--- src/rtl/f_pc_gen.sv ---
// Fetch-stage PC generator: next-PC selection with delay-slot semantics plus
// a circular return-address stack that checks jr $ra targets and counts misses.
module f_pc_gen #(
   parameter int unsigned      WIDTH      = 32,
   parameter logic [WIDTH-1:0] RESET_PC   = WIDTH'(32'h0000_3000),
   parameter logic [WIDTH-1:0] EXC_VECTOR = WIDTH'(32'h0000_4180),
   parameter int unsigned      RAS_DEPTH  = 4,
   parameter int unsigned      CNT_W      = 16
) (
   input  logic             clk,
   input  logic             reset,
   input  logic             stall,
   input  logic             br_taken,
   input  logic [15:0]      br_off,
   input  logic             jump,
   input  logic             link,
   input  logic [25:0]      j_index,
   input  logic             jr,
   input  logic             jr_ra,
   input  logic [WIDTH-1:0] jr_target,
   input  logic             exc_req,
   input  logic             eret,
   input  logic [WIDTH-1:0] epc,
   output logic [WIDTH-1:0] pc_f,
   output logic [WIDTH-1:0] pc4_f,
   output logic [WIDTH-1:0] npc_f,
   output logic [WIDTH-1:0] ras_top,
   output logic             ras_valid,
   output logic             ras_miss,
   output logic [CNT_W-1:0] miss_cnt
);

   localparam int unsigned  PTR_W   = $clog2(RAS_DEPTH);
   localparam logic [PTR_W:0] DEPTH_C = (PTR_W + 1)'(RAS_DEPTH);

   logic [WIDTH-1:0] pc_q;
   logic [WIDTH-1:0] pc_d;
   logic [WIDTH-1:0] pc4;
   logic [WIDTH-1:0] br_tgt;
   logic [WIDTH-1:0] jmp_tgt;

   logic [WIDTH-1:0] ras_q [RAS_DEPTH];
   logic [PTR_W-1:0] top_q, top_d;
   logic [PTR_W:0]   cnt_q, cnt_d;
   logic             miss_q, miss_d;
   logic [CNT_W-1:0] mcnt_q, mcnt_d;

   logic             qual, push, pop, empty;
   logic             wr_en;
   logic [PTR_W-1:0] wr_ptr;

   assign pc4    = pc_q + WIDTH'(4);
   assign br_tgt = pc_q + {{(WIDTH-18){br_off[15]}}, br_off, 2'b00};

   // Region bits above the 28-bit jump field exist only when WIDTH > 28.
   generate
      if (WIDTH > 28) begin : g_jmp_region
         always_comb jmp_tgt = {pc_q[WIDTH-1:28], j_index, 2'b00};
      end else begin : g_jmp_flat
         always_comb jmp_tgt = {j_index, 2'b00};
      end
   endgenerate

   always_comb begin
      pc_d = pc4;
      if (exc_req)       pc_d = EXC_VECTOR;
      else if (eret)     pc_d = epc;
      else if (stall)    pc_d = pc_q;
      else if (jr)       pc_d = jr_target;
      else if (jump)     pc_d = jmp_tgt;
      else if (br_taken) pc_d = br_tgt;
   end

   assign qual  = !stall && !exc_req && !eret;
   assign push  = link && qual;
   assign pop   = jr && jr_ra && qual;
   assign empty = (cnt_q == '0);

   always_comb begin
      top_d  = top_q;
      cnt_d  = cnt_q;
      wr_en  = 1'b0;
      wr_ptr = top_q;
      miss_d = pop && (empty || (ras_q[top_q] != jr_target));
      if (push && pop) begin
         wr_en = 1'b1;
      end else if (push) begin
         // Advancing the top pointer past a full stack overwrites the oldest entry.
         wr_en  = 1'b1;
         wr_ptr = top_q + PTR_W'(1);
         top_d  = top_q + PTR_W'(1);
         if (cnt_q != DEPTH_C) cnt_d = cnt_q + (PTR_W + 1)'(1);
      end else if (pop && !empty) begin
         top_d = top_q - PTR_W'(1);
         cnt_d = cnt_q - (PTR_W + 1)'(1);
      end
      mcnt_d = mcnt_q;
      if (miss_d && (mcnt_q != '1)) mcnt_d = mcnt_q + CNT_W'(1);
   end

   always_ff @(posedge clk) begin
      if (reset) begin
         pc_q   <= RESET_PC;
         top_q  <= '0;
         cnt_q  <= '0;
         miss_q <= 1'b0;
         mcnt_q <= '0;
      end else begin
         pc_q   <= pc_d;
         top_q  <= top_d;
         cnt_q  <= cnt_d;
         miss_q <= miss_d;
         mcnt_q <= mcnt_d;
      end
   end

   always_ff @(posedge clk) begin
      if (!reset && wr_en) ras_q[wr_ptr] <= pc4;
   end

   assign pc_f      = pc_q;
   assign pc4_f     = pc4;
   assign npc_f     = pc_d;
   assign ras_valid = !empty;
   assign ras_top   = empty ? '0 : ras_q[top_q];
   assign ras_miss  = miss_q;
   assign miss_cnt  = mcnt_q;

endmodule

--- config.mk ---
export PLATFORM = sky130hd
export DESIGN_NAME = f_pc_gen
export DESIGN_NICKNAME = d
export VERILOG_FILES = /design/src/rtl/f_pc_gen.sv
export SDC_FILE = /design/constraint.sdc
export NUM_CORES = 1
export LEC_CHECK = 0
export ABC_CLOCK_PERIOD_IN_PS = 6300
export CORE_UTILIZATION = 34
export CTS_BUF_LIST = sky130_fd_sc_hd__clkbuf_2
export CTS_CLUSTER_SIZE = 40
export DETAILED_ROUTE_END_ITERATION = 7
export GPL_TIMING_DRIVEN = 0
export HOLD_SLACK_MARGIN = 0.15
export PLACE_DENSITY_LB_ADDON = 0.05
export SETUP_SLACK_MARGIN = 0.05
export SLEW_MARGIN = 30
export SYNTH_ARGS = -nofsm -noshare
export SYNTH_HDL_FRONTEND = slang
export SYNTH_SLANG_ARGS = --single-unit
--- constraint.sdc ---
create_clock -name clk -period 6.3 [get_ports clk]
set_input_delay 1.89 -clock clk [delete_from_list [all_inputs] [get_ports clk]]
set_output_delay 1.89 -clock clk [all_outputs]
set_load 0.005 [all_outputs]
== Word level (Yosys, flattened, before mapping) ==
Memory sizes are Yosys's and may differ from the RTL's. A register that Yosys moved wholly into a read port is not among the register bits.
Index checks and enable logic that the tools add are counted.
W data, S select, Z words.
Storage, ports and cells
  bits in registers: 54
  memory bits (writable): 128
  output and inout port bits: 146
  logic and storage cells: 58
  memories: 1
Memories
  ras_q: words 4, bits a word 32, rd ports 1, clocked after Yosys merged registers in 1, wr ports 1, line 42  | logic [WIDTH-1:0] ras_q [RAS_DEPTH];
Operators by class
  $add $sub $neg: 7
  equality and inequality tests: 4
  mux-type cells: 20
  bitwise gates (word level): 1
  reductions and logical operators: 20
Operator list (count)
  $mux W32: 7
  $add A32 B3 Y32 const B: 1
  $add A32 B32 Y32: 1
  $ne A32 B32 Y1: 1
  $add A16 B1 Y16 const B: 1
  $ne A16 B16 Y1 const B: 1
  $mux W2: 6
  $logic_and A1 B1 Y1: 10
  $mux W3: 3
  $logic_not A1 Y1: 5
  $mux W1: 4
  $add A3 B1 Y3 const B: 1
  $logic_not A3 Y1: 1
  $ne A3 B3 Y1 const B: 1
  $reduce_and A3 Y1: 1
  $sub A3 B1 Y3 const B: 1
  $add A2 B1 Y2 const B: 1
  $ne A2 B1 Y1 const B: 1
  $reduce_and A2 Y1: 1
  $reduce_bool A2 Y1: 1
  $sub A2 B1 Y2 const B: 1
  $logic_or A1 B1 Y1: 1
  $not A1 Y1: 1

== Depth between registers and ports, before layout ==
Gate-level depths: netlist of the first run.
  word-level depth: 9
  gate-level depth with buffers: 13
  depth with buffers taken out: 13

== Worst setup path before layout of the first run ==
OpenSTA, ideal clock, no wires.
  path type: input -> output
  start point: input br_off[0]
  end point: output npc_f[28]
  data arrival time: 4.317 ns
  data required time: 4.410 ns
  path slack: 0.093 ns
  stages on the path: 13
  path buffers: 0
  path through: ha_1 -> inv_1 -> fa_1 -> inv_1 -> a21o_1 -> a31oi_1 -> o31ai_1 -> a21oi_1 -> o21bai_2 -> nor4_1 -> o41ai_1 -> xnor2_1 -> a311oi_1
On the way
  longest elaborated chain between the ends: 7
RTL lines
  start, declared: line 14  | input logic [15:0] br_off,
  $add A32 B32 Y32: line 53  | assign br_tgt = pc_q + {{(WIDTH-18){br_off[15]}}, br_off, 2'b00};
  $mux W32: line 71  | else if (br_taken) pc_d = br_tgt;
  $mux W32: line 70  | else if (jump) pc_d = jmp_tgt;
  $mux W32: line 69  | else if (jr) pc_d = jr_target;
  $mux W32: line 68  | else if (stall) pc_d = pc_q;
  $mux W32: line 67  | else if (eret) pc_d = epc;
  $mux W32: line 66  | if (exc_req) pc_d = EXC_VECTOR;
  end, declared: line 26  | output logic [WIDTH-1:0] npc_f,
No other way between the ends.

== Worst setup path in the final report of the first run ==
Ends and elaborated chain as after synthesis.

==> run_results.csv, run 1 <==
group,metric,value,unit
timing,max-slew-margin-rel,31.4,%
grt,antenna_found_initial,2,
die,coreArea,31600,µm²
logic_synthesis,syn_area,10900,µm²
placed_design,place_area,14200,µm²
finish,finalInstanceArea,15800,µm²
clock_network,cts_buffers,17,
grt,grt_pass1_wl,68300,µm
worst_setup_path,crit_arrival,4590,ps
logic_synthesis,ys_top_cells_by_area,"edfxtp_1 (35%), dfxtp_1 (10%), mux4_2 (4.5%)",
clock_network,clock-sinks,184,
logic_synthesis,synth_cell_types,75,
timing,drv_slew,0,
route,vias,10700,
power,ir_drop,115,µV
finish,final_cell_mix,"clkdlybuf4s50_1 (219), edfxtp_1 (128), nand2_1 (109)",
logic_synthesis,syn_inst,1084,
timing,tns,-737,ps
route,drtIter0Drc,1139,
min_path,holdCritPathClass,"register to register",
timing,finalCritPeriodShare,103,%
placed_design,dp_hpwl,35800,µm
worst_setup_path,r2r_end,"pc_f[30]",
worst_setup_path,r2r_slack,2190,ps
placed_design,port_buffers,258,
worst_setup_path,r2r_cells,17,
die,die_h,181,µm
worst_setup_path,cp-end-kind,"output pin",
logic_synthesis,synth_nets,1235,
clock_network,clock-root-buffer,"clkbuf_2",
logic_synthesis,synth_ff_type,"edfxtp_1",
worst_setup_path,crit_path_start_kind,"input pin",
logic_synthesis,synthArstFlopShare,0,%
grt,grt_pass1_vias,10200,
logic_synthesis,synth_top_area_share,35.2,%
worst_setup_path,rr_startpoint,"pc_f[3]",
finish,final_common_cell,"clkdlybuf4s50_1",
route,ant_nets,0,
die,dieArea,32800,µm²
timing,setup_violations,8,
timing,min_period,6480,ps
finish,fin_util,50.2,%
clock_network,clock_latency,840,ps
die,num_rows,65,
die,io_pins,262,
logic_synthesis,yosys_warnings,0,
logic_synthesis,synth.avg_cell_area,10.1,µm²
run_status,status,"finished with violations",
grt,grt_usage,28.7,%
finish,area_growth,45.0,%
timing,max_freq,154,MHz
placed_design,post-place-ws,-2080,ps
route,drc_errors,0,
finish,finalNonFillerCells,1836,
finish,final_net_count,1571,
logic_synthesis,synth_top_area_cell,"edfxtp_1",
clock_network,h-tree-depth,4,
power,power.total,2.89,mW
finish,drive_above_1_share,22.0,%
timing,hold_ws,541,ps
grt,grt_max_degree,19,
logic_synthesis,synth-seq-cells,184,
die,chipWidth,181,µm
timing,worst_pin_slew,1030,ps
job,cap_violations,0,
power,p_per_area,183,nW/µm²
clock_network,cts_tree,"done",
die,initial_utilization,34.6,%
grt,overflow,0,
min_path,min_to,"cnt_q[2]",
timing,fin_skew,62.6,ps
logic_synthesis,synth_edf_count,128,
timing,setup_slack,-184,ps
route,via_per_inst,5.80,
run_status,violations,"negative setup slack",
timing,rsz0062_at_grt,"true",
logic_synthesis,ys_seq_area_share,45.5,%
power,p_leak,5.65,nW
timing,hold_viol,0,
route,firstDrtPassIters,5,
placed_design,dp_cells,1752,
route,wl_per_cell,26.1,µm
finish,nFillCells,2932,
min_path,worstHoldStart,"cnt_q[2]",
min_path,holdPathStages,2,
route,wl,48000,µm
worst_setup_path,path_class,"input pin to output pin",
clock_network,clock_path_buffers,2,
placed_design,gp_congestion,0.920,
worst_setup_path,critPathMaxFanout,2,
clock_network,clk_pin_slew,250,ps
worst_setup_path,cp.required,4410,ps
[logic make-up (layout without fill, tap and decap cells)]
kind of cell	count (synthesis)	after routing	synth area share, %
flip-flops	184	184	45.5
XOR/XNOR	88	88	7.06
adder cells (fa/ha/maj)	35	35	4.15
other	0	1	0
buffers and inverters	83	432	3.06
AO/OA/AOI/OAI	267	267	16.4
multiplexers	56	56	7.73
AND/OR/NAND/NOR	371	371	16.1
[what timing repair did]
action                     CTS  global route
setup buffers               33            22
hold buffers                 0             0
resized for setup          234           105
setup endpoints to repair   35            30
cloned                       0             0
pin swaps                   66            83
[sequential cells by signal, indices dropped and copies added (netlist names), named ones only]
name	count
ras_q	128
pc_f	32
miss_cnt	16
cnt_q	3
top_q	2
ras_miss	1
[cell type report]
| class | instances | area [µm²] | share of cell area (%) |
|---|---|---|---|
| clock buffer | 17 | 85.1 | 0.538 |
| sequential | 184 | 4970 | 31.4 |
| inverter | 31 | 116 | 0.735 |
| timing repair buffer | 318 | 3110 | 19.6 |
| tap | 402 | 503 | 3.18 |
| antenna | 1 | 2.50 | 0.0158 |
| multi-input combinational | 817 | 6540 | 41.3 |
| buffer | 51 | 244 | 1.54 |
| clock inverter | 15 | 255 | 1.61 |
[synth_stat cells (all sizes together) (8+ instances only)]
library cell and number:
nor2 96, nand2 111, nand3 33, xnor2 49, o21ai 52, mux2i 28, nor4 8, xor2 39
edfxtp 128, clkbuf 37, o31ai 8, o22ai 17, a211oi 20, a21o 13, buf 15, dfxtp 56
nand4 12, a21oi 64, nor2b 27, and2 13, ha 33, nor3 31, and3 16, o211ai 20
mux4 22, inv 31
[worst max path at each step]
| stage | from | endpoint | slack, ps | cells past startpoint |
|---|---|---|---|---|
| 5_1_grt | br_off[0] | npc_f[28] | -330 | 15 |
| 6_report | br_off[0] | npc_f[28] | -180 | 15 |
| 4_1_cts | br_off[1] | npc_f[31] | -180 | 14 |
| 3_3_place_gp | br_off[15] | npc_f[31] | -2070 | 12 |
| 3_5_place_dp | br_off[15] | npc_f[31] | -2080 | 12 |
| 2_1_floorplan | br_off[0] | npc_f[28] | 90 | 13 |
[where the power goes]
group / switching (mW) / internal, mW / total (mW)
Clock: 0.482 / 0.318 / 0.801
Combinational: 0.395 / 0.350 / 0.745
Sequential: 0.0341 / 1.31 / 1.34
[worst max-delay path: stages]
cell and delay, ps:
buf_8 80, ha_4 130, inv_2 30, fa_2 350
inv_2 60, a21o_1 170, a31oi_4 120, o31ai_4 330
a21oi_4 130, o21bai_4 190, nor4_4 60, o41ai_2 350
xnor2_1 160, a311oi_2 350, buf_2 170
[metal layers]
metal	track usage [%]	routed length, µm	up-vias
li1	-	-	4731
met1	40.0	21200	5300
met2	43.2	21100	545
met3	5.85	3850	79
met4	12.1	1790	0
met5	0	0	-
Power figures use the tool's default switching activity.
==> run 2: changes to the inputs <==
--- a/config.mk
+++ b/config.mk
@@ -5,10 +5,8 @@
 export SDC_FILE = /design/constraint.sdc
 export NUM_CORES = 1
 export LEC_CHECK = 0
-export ABC_CLOCK_PERIOD_IN_PS = 6300
 export CORE_UTILIZATION = 34
 export CTS_BUF_LIST = sky130_fd_sc_hd__clkbuf_2
-export CTS_CLUSTER_SIZE = 40
 export DETAILED_ROUTE_END_ITERATION = 7
 export GPL_TIMING_DRIVEN = 0
 export HOLD_SLACK_MARGIN = 0.15
==> constraint.sdc (replaced) <==
create_clock -name clk -period 6.65 [get_ports clk]
set_input_delay 1.995 -clock clk [delete_from_list [all_inputs] [get_ports clk]]
set_output_delay 1.995 -clock clk [all_outputs]
set_load 0.005 [all_outputs]
==> run 2 against run 1 <==
  * The flow still finishes with violations (negative setup slack)
  * Die area unchanged
  * Worst hold slack lost 11 ps
  * Final area is 1.2% lower
  * Highest routed layer unchanged
==> run_results.csv, run 2 (synthesized netlist as in run 1, its figures left out) <==
group,metric,value,unit
clock_network,cts_tree,"done",
finish,nFillCells,2970,
grt,met1_usage,40.2,%
timing,setup_violations,2,
clock_network,ctsHoldBuffers,0,
route,drc_errors,0,
timing,finalCritPeriodShare,101,%
power,ir_drop,106,µV
clock_network,clock-sinks,184,
clock_network,clock_latency,830,ps
die,num_rows,65,
grt,overflow,0,
worst_setup_path,crit_arrival,4730,ps
grt,busiest_layer,"met2",
finish,largest_reg_flops,128,
grt,antenna_found_initial,2,
clock_network,clock_path_buffers,2,
timing,worst_pin_slew,986,ps
worst_setup_path,cp.required,4660,ps
finish,drive_above_1_share,19.9,%
timing,min_period,6720,ps
grt,grt_pass1_vias,10200,
grt,grt_pass1_wl,68200,µm
clock_network,h-tree-depth,4,
power,p_per_area,173,nW/µm²
finish,area_growth,43.3,%
finish,final_cell_mix,"clkdlybuf4s50_1 (222), edfxtp_1 (128), nand2_1 (109)",
route,vias,10600,
clock_network,clock-root-buffer,"clkbuf_2",
finish,final_net_count,1567,
die,die_h,181,µm
grt,met3_usage,5.70,%
die,initial_utilization,34.6,%
die,chipWidth,181,µm
route,wl_per_cell,26.0,µm
worst_setup_path,path_class,"input pin to output pin",
job,cap_violations,0,
timing,max_freq,149,MHz
worst_setup_path,crit_path_start_kind,"input pin",
finish,largest_register,"ras_q",
placed_design,port_buffers,258,
route,drtIter0Drc,1040,
worst_setup_path,cp-end-kind,"output pin",
grt,use_met2,43.7,%
timing,drv_slew,0,
route,ant_nets,0,
placed_design,gp_congestion,0.920,
die,io_pins,262,
power,power.total,2.71,mW
run_status,status,"finished with violations",
finish,final_common_cell,"clkdlybuf4s50_1",
min_path,holdCritPathClass,"register to register",
timing,fin_skew,65.7,ps
timing,max-slew-margin-rel,34.2,%
worst_setup_path,critPathMaxFanout,3,
die,dieArea,32800,µm²
clock_network,cts_buffers,17,
timing,rsz0062_at_grt,"true",
route,wl,47700,µm
placed_design,dp_hpwl,35800,µm
die,coreArea,31600,µm²
route,via_per_inst,5.77,
route,firstDrtPassIters,7,
timing,hold_viol,0,
timing,setup_slack,-71.3,ps
timing,hold_ws,531,ps
clock_network,clk_pin_slew,250,ps
grt,grt_usage,28.7,%
power,p_leak,5.56,nW
run_status,violations,"negative setup slack",
grt,grt_max_degree,19,
run 2: worst max-delay path, stage by stage:
cell	delay, ps
buf_8	80
ha_4	130
inv_2	30
fa_2	360
inv_2	60
a21o_1	170
a31oi_4	130
o31ai_4	340
a21oi_4	130
o21bai_4	190
nor4_4	60
o41ai_2	350
xnor2_1	160
a311oi_2	350
buf_2	170
run 2: worst paths after layout:
path / start / end / slack (ps) / cells past startpoint
hold / removal: cnt_q[2] / cnt_q[2] / 530 / 2
hold reg to reg: cnt_q[2] / cnt_q[2] / 530 / 2
setup / recovery: br_off[0] / npc_f[28] / -70 / 15
setup reg to reg: pc_f[3] / pc_f[30] / 2430 / 17
run 2: through the flow:
| stage | setup TNS, ps | util (%) | cells | worst slack, ps | area [µm²] |
|---|---|---|---|---|---|
| after CTS | -36.7 | 48.8 | 1824 | -36.7 | 15400 |
| after detailed placement | -26500 | 45.1 | 1752 | -1940 | 14200 |
| after floorplan | 0 | - | 1084 | 233 | 10900 |
| final | -103 | 49.6 | 1832 | -71.3 | 15600 |
| after global routing | -474 | 49.6 | 1832 | -248 | 15600 |
| after global placement | -132560 | 44.4 | 1744 | -1930 | 14000 |
run 2: power breakdown:
| part | internal [mW] | leakage [nW] | switching [mW] |
|---|---|---|---|
| logic | 0.320 | 3.74 | 0.364 |
| clock network | 0.302 | 0.186 | 0.455 |
| registers | 1.24 | 1.64 | 0.0321 |
run 2: layout make-up:
cell class              instances  area, µm²  area share (%)
repair buffers                315       3080            19.7
well taps                     402        503            3.22
diodes                          1       2.50          0.0160
clock buffers                  17       85.1           0.544
multi-input cells             817       6400            40.9
flip-flops and latches        184       4970            31.8
inverters                      31        116           0.744
plain buffers                  50        238            1.52
clock inverters                15        255            1.63
run 2: routing by layer:
| layer | wire, µm | share of wire, % |
|---|---|---|
| met2 | 21100 | 44 |
| met4 | 1610 | 3.4 |
| met5 | 0 | 0 |
| met3 | 3990 | 8.4 |
| met1 | 21000 | 44 |
run 2: what timing repair did:
item / in CTS / in global routing
gates resized for setup: 228 / 61
pin swaps: 71 / 42
setup endpoints to repair: 33 / 29
buffers inserted: 41 / 8
